### src/rtl/pc_pkg.sv
// pc_pkg: shared widths and the fetch-sequencer state type for prog_ctr
package pc_pkg;
    localparam int PC_W     = 10;
    localparam int LUT_AW   = 4;
    localparam int CNT_W    = 16;
    localparam int RS_DEPTH = 4;
    typedef enum logic [1:0] {IDLE, RUN, HALTED} pc_state_t;
endpackage

### src/rtl/pc_ret_stack.sv
// pc_ret_stack: DEPTH-entry LIFO of return addresses for prog_ctr (used only when PC_RETSTACK_EN is defined)
//  Clk, Reset (async, active-low) | clr: empty the stack | push/pop with din/dout (dout = top entry)
//  full/empty flags; a push while full or a pop while empty leaves the stack unchanged
module pc_ret_stack #(
    parameter int W     = 10,
    parameter int DEPTH = 4
) (
    input  logic         Clk,
    input  logic         Reset,
    input  logic         clr,
    input  logic         push,
    input  logic         pop,
    input  logic [W-1:0] din,
    output logic [W-1:0] dout,
    output logic         full,
    output logic         empty
);
    localparam int AW = (DEPTH > 1) ? $clog2(DEPTH) : 1;
    localparam int CW = $clog2(DEPTH + 1);
    logic [W-1:0]  mem [DEPTH];
    logic [CW-1:0] cnt;
    assign full  = cnt == CW'(DEPTH);
    assign empty = cnt == '0;
    assign dout  = mem[AW'(cnt - 1'b1)];
    always_ff @(posedge Clk or negedge Reset)
        if (!Reset) cnt <= '0;
        else if (clr) cnt <= '0;
        else if (push && !full) cnt <= cnt + 1'b1;
        else if (pop && !empty) cnt <= cnt - 1'b1;
    always_ff @(posedge Clk)
        if (!clr && push && !full) mem[AW'(cnt)] <= din;
endmodule

### src/rtl/prog_ctr.sv
// prog_ctr: program counter / fetch sequencer driving instruction address and LUT_pc index
//  Clk, Reset (async, active-low) | Start+StartAddr begin a run from IDLE or HALTED
//  Stall, Halt, BranchEn, Taken, Imm, Call, Ret: decoded controls | Target: absolute address from LUT_pc
//  LutAddr (=Imm), PC, Running, Done, WrapErr (sticky), InstCnt (saturating), StackErr (sticky)
//  Macro PC_RETSTACK_EN enables the call/return stack; without it Call jumps and Ret increments.
module prog_ctr
    import pc_pkg::*;
(
    input  logic              Clk,
    input  logic              Reset,
    input  logic              Start,
    input  logic [PC_W-1:0]   StartAddr,
    input  logic              Stall,
    input  logic              Halt,
    input  logic              BranchEn,
    input  logic              Taken,
    input  logic [LUT_AW-1:0] Imm,
    input  logic              Call,
    input  logic              Ret,
    input  logic [PC_W-1:0]   Target,
    output logic [LUT_AW-1:0] LutAddr,
    output logic [PC_W-1:0]   PC,
    output logic              Running,
    output logic              Done,
    output logic              WrapErr,
    output logic [CNT_W-1:0]  InstCnt,
    output logic              StackErr
);
    pc_state_t       state;
    logic            run_adv, take, inc_used, stk_set;
    logic [PC_W-1:0] pc_inc, pc_nxt;
    assign LutAddr = Imm;
    assign Running = state == RUN;
    assign Done    = state == HALTED;
    assign run_adv = (state == RUN) && !Halt && !Stall;
    assign take    = BranchEn && Taken;
    assign pc_inc  = PC + 1'b1;
`ifdef PC_RETSTACK_EN
    logic            full, empty, push, pop, clr;
    logic [PC_W-1:0] top;
    assign clr      = (state != RUN) && Start;
    assign push     = run_adv && !Ret && Call && !full;
    assign pop      = run_adv && Ret && !empty;
    assign stk_set  = run_adv && (Ret ? empty : Call && full);
    assign pc_nxt   = Ret ? (empty ? pc_inc : top) : (Call || take) ? Target : pc_inc;
    assign inc_used = Ret ? empty : !(Call || take);
    pc_ret_stack #(.W(PC_W), .DEPTH(RS_DEPTH)) u_stack (
        .Clk(Clk), .Reset(Reset), .clr(clr), .push(push), .pop(pop),
        .din(pc_inc), .dout(top), .full(full), .empty(empty)
    );
`else
    assign stk_set  = 1'b0;
    assign pc_nxt   = Ret ? pc_inc : (Call || take) ? Target : pc_inc;
    assign inc_used = Ret || !(Call || take);
`endif
    always_ff @(posedge Clk or negedge Reset)
        if (!Reset) begin
            state    <= IDLE;
            PC       <= '0;
            WrapErr  <= 1'b0;
            InstCnt  <= '0;
            StackErr <= 1'b0;
        end else if (state != RUN) begin
            if (Start) begin
                state    <= RUN;
                PC       <= StartAddr;
                InstCnt  <= '0;
                WrapErr  <= 1'b0;
                StackErr <= 1'b0;
            end
        end else begin
            // a halt retires even when stalled in the same cycle
            if (Halt || !Stall) InstCnt <= &InstCnt ? InstCnt : InstCnt + 1'b1;
            if (Halt) state <= HALTED;
            else if (!Stall) begin
                PC <= pc_nxt;
                if (inc_used && &PC) WrapErr <= 1'b1;
                if (stk_set) StackErr <= 1'b1;
            end
        end
endmodule

### config.mk
export PLATFORM = sky130hd
export DESIGN_NAME = prog_ctr
export DESIGN_NICKNAME = d
export VERILOG_FILES = /design/src/rtl/pc_pkg.sv /design/src/rtl/pc_ret_stack.sv /design/src/rtl/prog_ctr.sv
export SDC_FILE = /design/constraint.sdc
export NUM_CORES = 1
export LEC_CHECK = 0
export ABC_CLOCK_PERIOD_IN_PS = 2300
export CAP_MARGIN = 40
export CORE_ASPECT_RATIO = 1.4
export CORE_MARGIN = 2
export CORE_UTILIZATION = 44
export DETAILED_ROUTE_END_ITERATION = 10
export PLACE_DENSITY_LB_ADDON = 0.2
export SETUP_SLACK_MARGIN = 0.15
export SYNTH_ARGS = -nofsm -noshare
export SYNTH_HDL_FRONTEND = slang
export SYNTH_SLANG_ARGS = --single-unit
### constraint.sdc
create_clock -name Clk -period 2.3 [get_ports Clk]
set_input_delay 0.46 -clock Clk [delete_from_list [all_inputs] [get_ports Clk]]
set_output_delay 0.46 -clock Clk [all_outputs]
set_load 0.05 [all_outputs]
Word-level counts from Yosys, hierarchy flattened --
Index checks and enable logic that the tools add are counted. W data, S select, Z words.
Word-level totals: bits in registers 29, input bits 33, word-level logic and storage cells 47
Operators by class: $add $sub $neg 2, equality and inequality tests 7, multiplexer cells 18, reductions and logical operators 16
Operators by type and width (number):
- $mux W16 | 4
- $mux W10 | 6
- $add A16 B1 Y16 const B | 1
- $reduce_and A16 Y1 | 1
- $add A10 B1 Y10 const B | 1
- $reduce_and A10 Y1 | 1
- $mux W2 | 3
- $ne A2 B1 Y1 const B | 3
- $reduce_and A3 Y1 | 2
- $reduce_bool A2 Y1 | 3
- $mux W1 | 5
- $ne A2 B2 Y1 const B | 2
- $reduce_and A4 Y1 | 1
- $logic_or A1 B1 Y1 | 3
- $eq A2 B1 Y1 const B | 1
- $eq A2 B2 Y1 const B | 1
- $logic_and A1 B1 Y1 | 2
- $logic_not A1 Y1 | 2
- $reduce_and A2 Y1 | 1

Depth between registers and ports, before layout --
depth in word-level cells 9, depth in mapped cells 6, depth with buffers taken out 6

Worst setup path after synthesis --
OpenSTA, ideal clock, no wires.
path type reg2reg, start register InstCnt[12], end register InstCnt[0], setup time 0.125 ns, arrival 1.986 ns, path slack 0.189 ns, stages on the path, launching flop included 5, clock period less this slack 2.111 ns, path through dfrtp_1 nand3_1 nor4_2 a21o_2 mux2_2
On the way: word-level cells in the longest chain between the ends 3
Ends and longest elaborated chain:
- start, declared | line prog_ctr.sv:26 | output logic [CNT_W-1:0] InstCnt,
- start signal, assigned | line prog_ctr.sv:73 | if (Halt || !Stall) InstCnt <= &InstCnt ? InstCnt : InstCnt + 1'b1;
- $reduce_and A16 Y1 | line prog_ctr.sv:73
- $ne A2 B2 Y1 (no line)
- $reduce_and A3 Y1 (no line)
No other way between the ends. A chain may end at the register's enable or synchronous reset.

Final worst setup path --
start register InstCnt[10], end output port InstCnt[10]
No word-level cell between the ends.

==> impl_metrics.yaml <==
hold_path:
  hold_class: "flop to flop"
sta:
  finalCriticalPeriod_ns: 2.09
  setup_slack_ns: 0.212
  max_freq_ghz: 0.479
  slew_viol_final: 0
  setup_viol: 0
  fin_hold_ws_ns: 0.527
  tns_ns: 0
  tightest_slew_ns: 0.556
  hold_violations: 0
  max_slew_margin_pct: 62.8
  clock-skew-final_ns: 0.00770
  rsz0062_at_grt: "no"
  fin_crit_sh_pct: 90.8
floorplan:
  rows: 27
  coreArea_um2: 3920
  num_io_pins: 67
  die_area_um2: 4600
  initial_utilization_pct: 45.6
  die_y_um: 79.4
  fp.dieW_um: 57.9
yosys:
  synth_cell_types: 48
  synth_cells: 204
  syn_area_um2: 1790
  synth_flop_cell: "dfrtp_1"
  syn_area_per_cell_um2: 8.76
  synth-seq-area-share_pct: 40.6
  ys_seq_elements: 29
  async_flop_share_pct: 100
  synth_edf_count: 0
  ys_warn_count: 0
  syn-num-nets: 239
power_and_ir_drop:
  leakage_uw: 0.00105
  p_total_uw: 2650
  p_per_area_nw_per_um2: 1040
  peakVddDrop_v: 0.000945
cells_and_area:
  area_growth_pct: 42.7
  layout_common_cells: "clkdlybuf4s50_1, dfrtp_1, nor2_1, nand2_1"
  final_common_cell: "clkdlybuf4s50_1"
  antenna_cells: 0
  fin_nets: 306
  fillers: 354
  drive_gt1_share_pct: 11.0
global_routing:
  antenna_found_initial: 0
  grt_use_total_pct: 23.0
  grt_max_degree: 30
  first_global_vias: 1815
  grt_first_pass_wirelength_um: 8200
  grt.overflow.total: 0
cts:
  clkLatencyLatePin_ns: 0.28
  cts_tree: "built"
  cts-root-buf: "clkbuf_8"
  cts.htree.levels: 2
  clk_pin_slew_ns: 0.07
  cts_buffers: 5
  cts_sinks: 29
  cts_buffer_depth: 2
  post_cts_buffers: 0
  hold_buffers: 0
worst_setup_path:
  crit_arrival_ns: 1.63
  path_cells: "clkdlybuf4s50_1"
  critPathSlowestCell: "clkdlybuf4s50_1"
  crit_family: "buffers and inverters"
  end_kind: "output pin"
  worstPathMaxFanout: 7
  path_class: "flop to output pin"
  cpPeakStageDelay_ns: 0.86
  crit_required_ns: 1.84
  critPathBufInv: 1
  crit_path_start_kind: "flop"
status:
  status: "complete, no violations"
detailed_routing:
  totalWireLength_um: 4760
  drc_errors: 0
  via_count: 1831
  drt_iter0_drc: 82
  wire_per_inst_um: 15.1
  ant_nets: 0
  via_per_inst: 5.81
  first_pass_iters: 4
place:
  dp_hpwl_um: 3550
  pre_cts_slack_ns: 0.0515
  routabilityCongestion: 0.797
  portBuffers: 57
flow_run:
  maxCapViolations: 0
-- registers in the layout (all words and copies together), names as in the netlist --
name,flops
WrapErr,1
state,2
InstCnt,16
PC,10
-- through the flow --
step	cell area (um^2)	std cells	utilization, %
6_report	2550	315	65.1
2_1_floorplan	1790	204	-
4_1_cts	2550	315	65.0
5_1_grt	2550	315	65.1
3_5_place_dp	2460	307	62.8
3_3_place_gp	2460	307	62.8
-- where the power goes --
group,switching [uW],internal (uW)
logic,868,548
clock network,206,208
registers,188,631
total,1260,1390
-- metal layers --
| metal | part of all wire (%) | GRT usage (%) | routed length (um) | vias up |
|---|---|---|---|---|
| met3 | 5.7 | 5.19 | 271 | 5 |
| met2 | 53 | 42.2 | 2540 | 68 |
| met4 | 1.1 | 7.21 | 51 | 0 |
| met1 | 40 | 25.6 | 1890 | 882 |
| met5 | 0 | 0 | 0 | - |
| li1 | - | - | - | 876 |
-- layout make-up --
type / instances / area [um^2] / share of cell area, %
Multi-Input combinational cell: 162 / 991 / 38.8
Sequential cell: 29 / 726 / 28.4
Timing Repair Buffer: 70 / 683 / 26.8
Clock buffer: 5 / 68.8 / 2.70
Tap cell: 43 / 53.8 / 2.11
Clock inverter: 3 / 17.5 / 0.687
Inverter: 3 / 11.3 / 0.441
-- repair_timing --
item,CTS,global route
endpoints found under the setup margin,0,2
resized for setup,0,2
endpoints found under the hold margin,0,0
-- synthesized netlist by cell type (2+ instances only) --
cell / number / area [um^2]
dfrtp_1: 29 / 726
nor2_1: 24 / 90.1
nand2_1: 19 / 71.3
a21oi_1: 13 / 65.1
o21ai_0: 13 / 65.1
xnor2_1: 13 / 114
nand3_1: 9 / 45.0
and3_1: 8 / 50.1
nor3_1: 7 / 35.0
buf_4: 5 / 37.5
a31oi_1: 4 / 25.0
nor4_1: 4 / 25.0
o21ai_1: 4 / 20.0
buf_2: 3 / 15.0
nand4_1: 3 / 18.8
o22ai_1: 3 / 18.8
a41oi_1: 2 / 17.5
and2_1: 2 / 12.5
and4_1: 2 / 17.5
clkbuf_1: 2 / 7.51
ha_1: 2 / 25.0
inv_1: 2 / 7.51
nor2b_1: 2 / 12.5
o2111ai_1: 2 / 17.5
o211ai_1: 2 / 15.0
or4b_1: 2 / 20.0
xor2_1: 2 / 17.5
-- path summary, 6_finish.rpt --
path | from | end | slack, ns | depth (start not counted)
max | InstCnt[10] | InstCnt[10] | 0.21 | 1
max reg2reg | InstCnt[0] | InstCnt[5] | 0.40 | 6
max in group asynchronous | Reset | InstCnt[0] | 1.46 | 2
min reg2reg | WrapErr | WrapErr | 0.53 | 2
min in group asynchronous | Reset | InstCnt[3] | 0.55 | 2
min | WrapErr | WrapErr | 0.53 | 2
-- cells by family after synthesis --
| logic type | count (synthesis) | share of synthesized area (%) |
|---|---|---|
| AO/OA/AOI/OAI | 50 | 17.5 |
| adder cells (fa/ha/maj) | 2 | 1.40 |
| AND/OR/NAND/NOR | 92 | 27.8 |
| XOR/XNOR | 15 | 7.35 |
| multiplexers | 2 | 1.19 |
| buffers and inverters | 13 | 3.99 |
| other | 1 | 0.210 |
| flip-flops | 29 | 40.6 |
No activity file was read; power rests on OpenSTA's default activity.
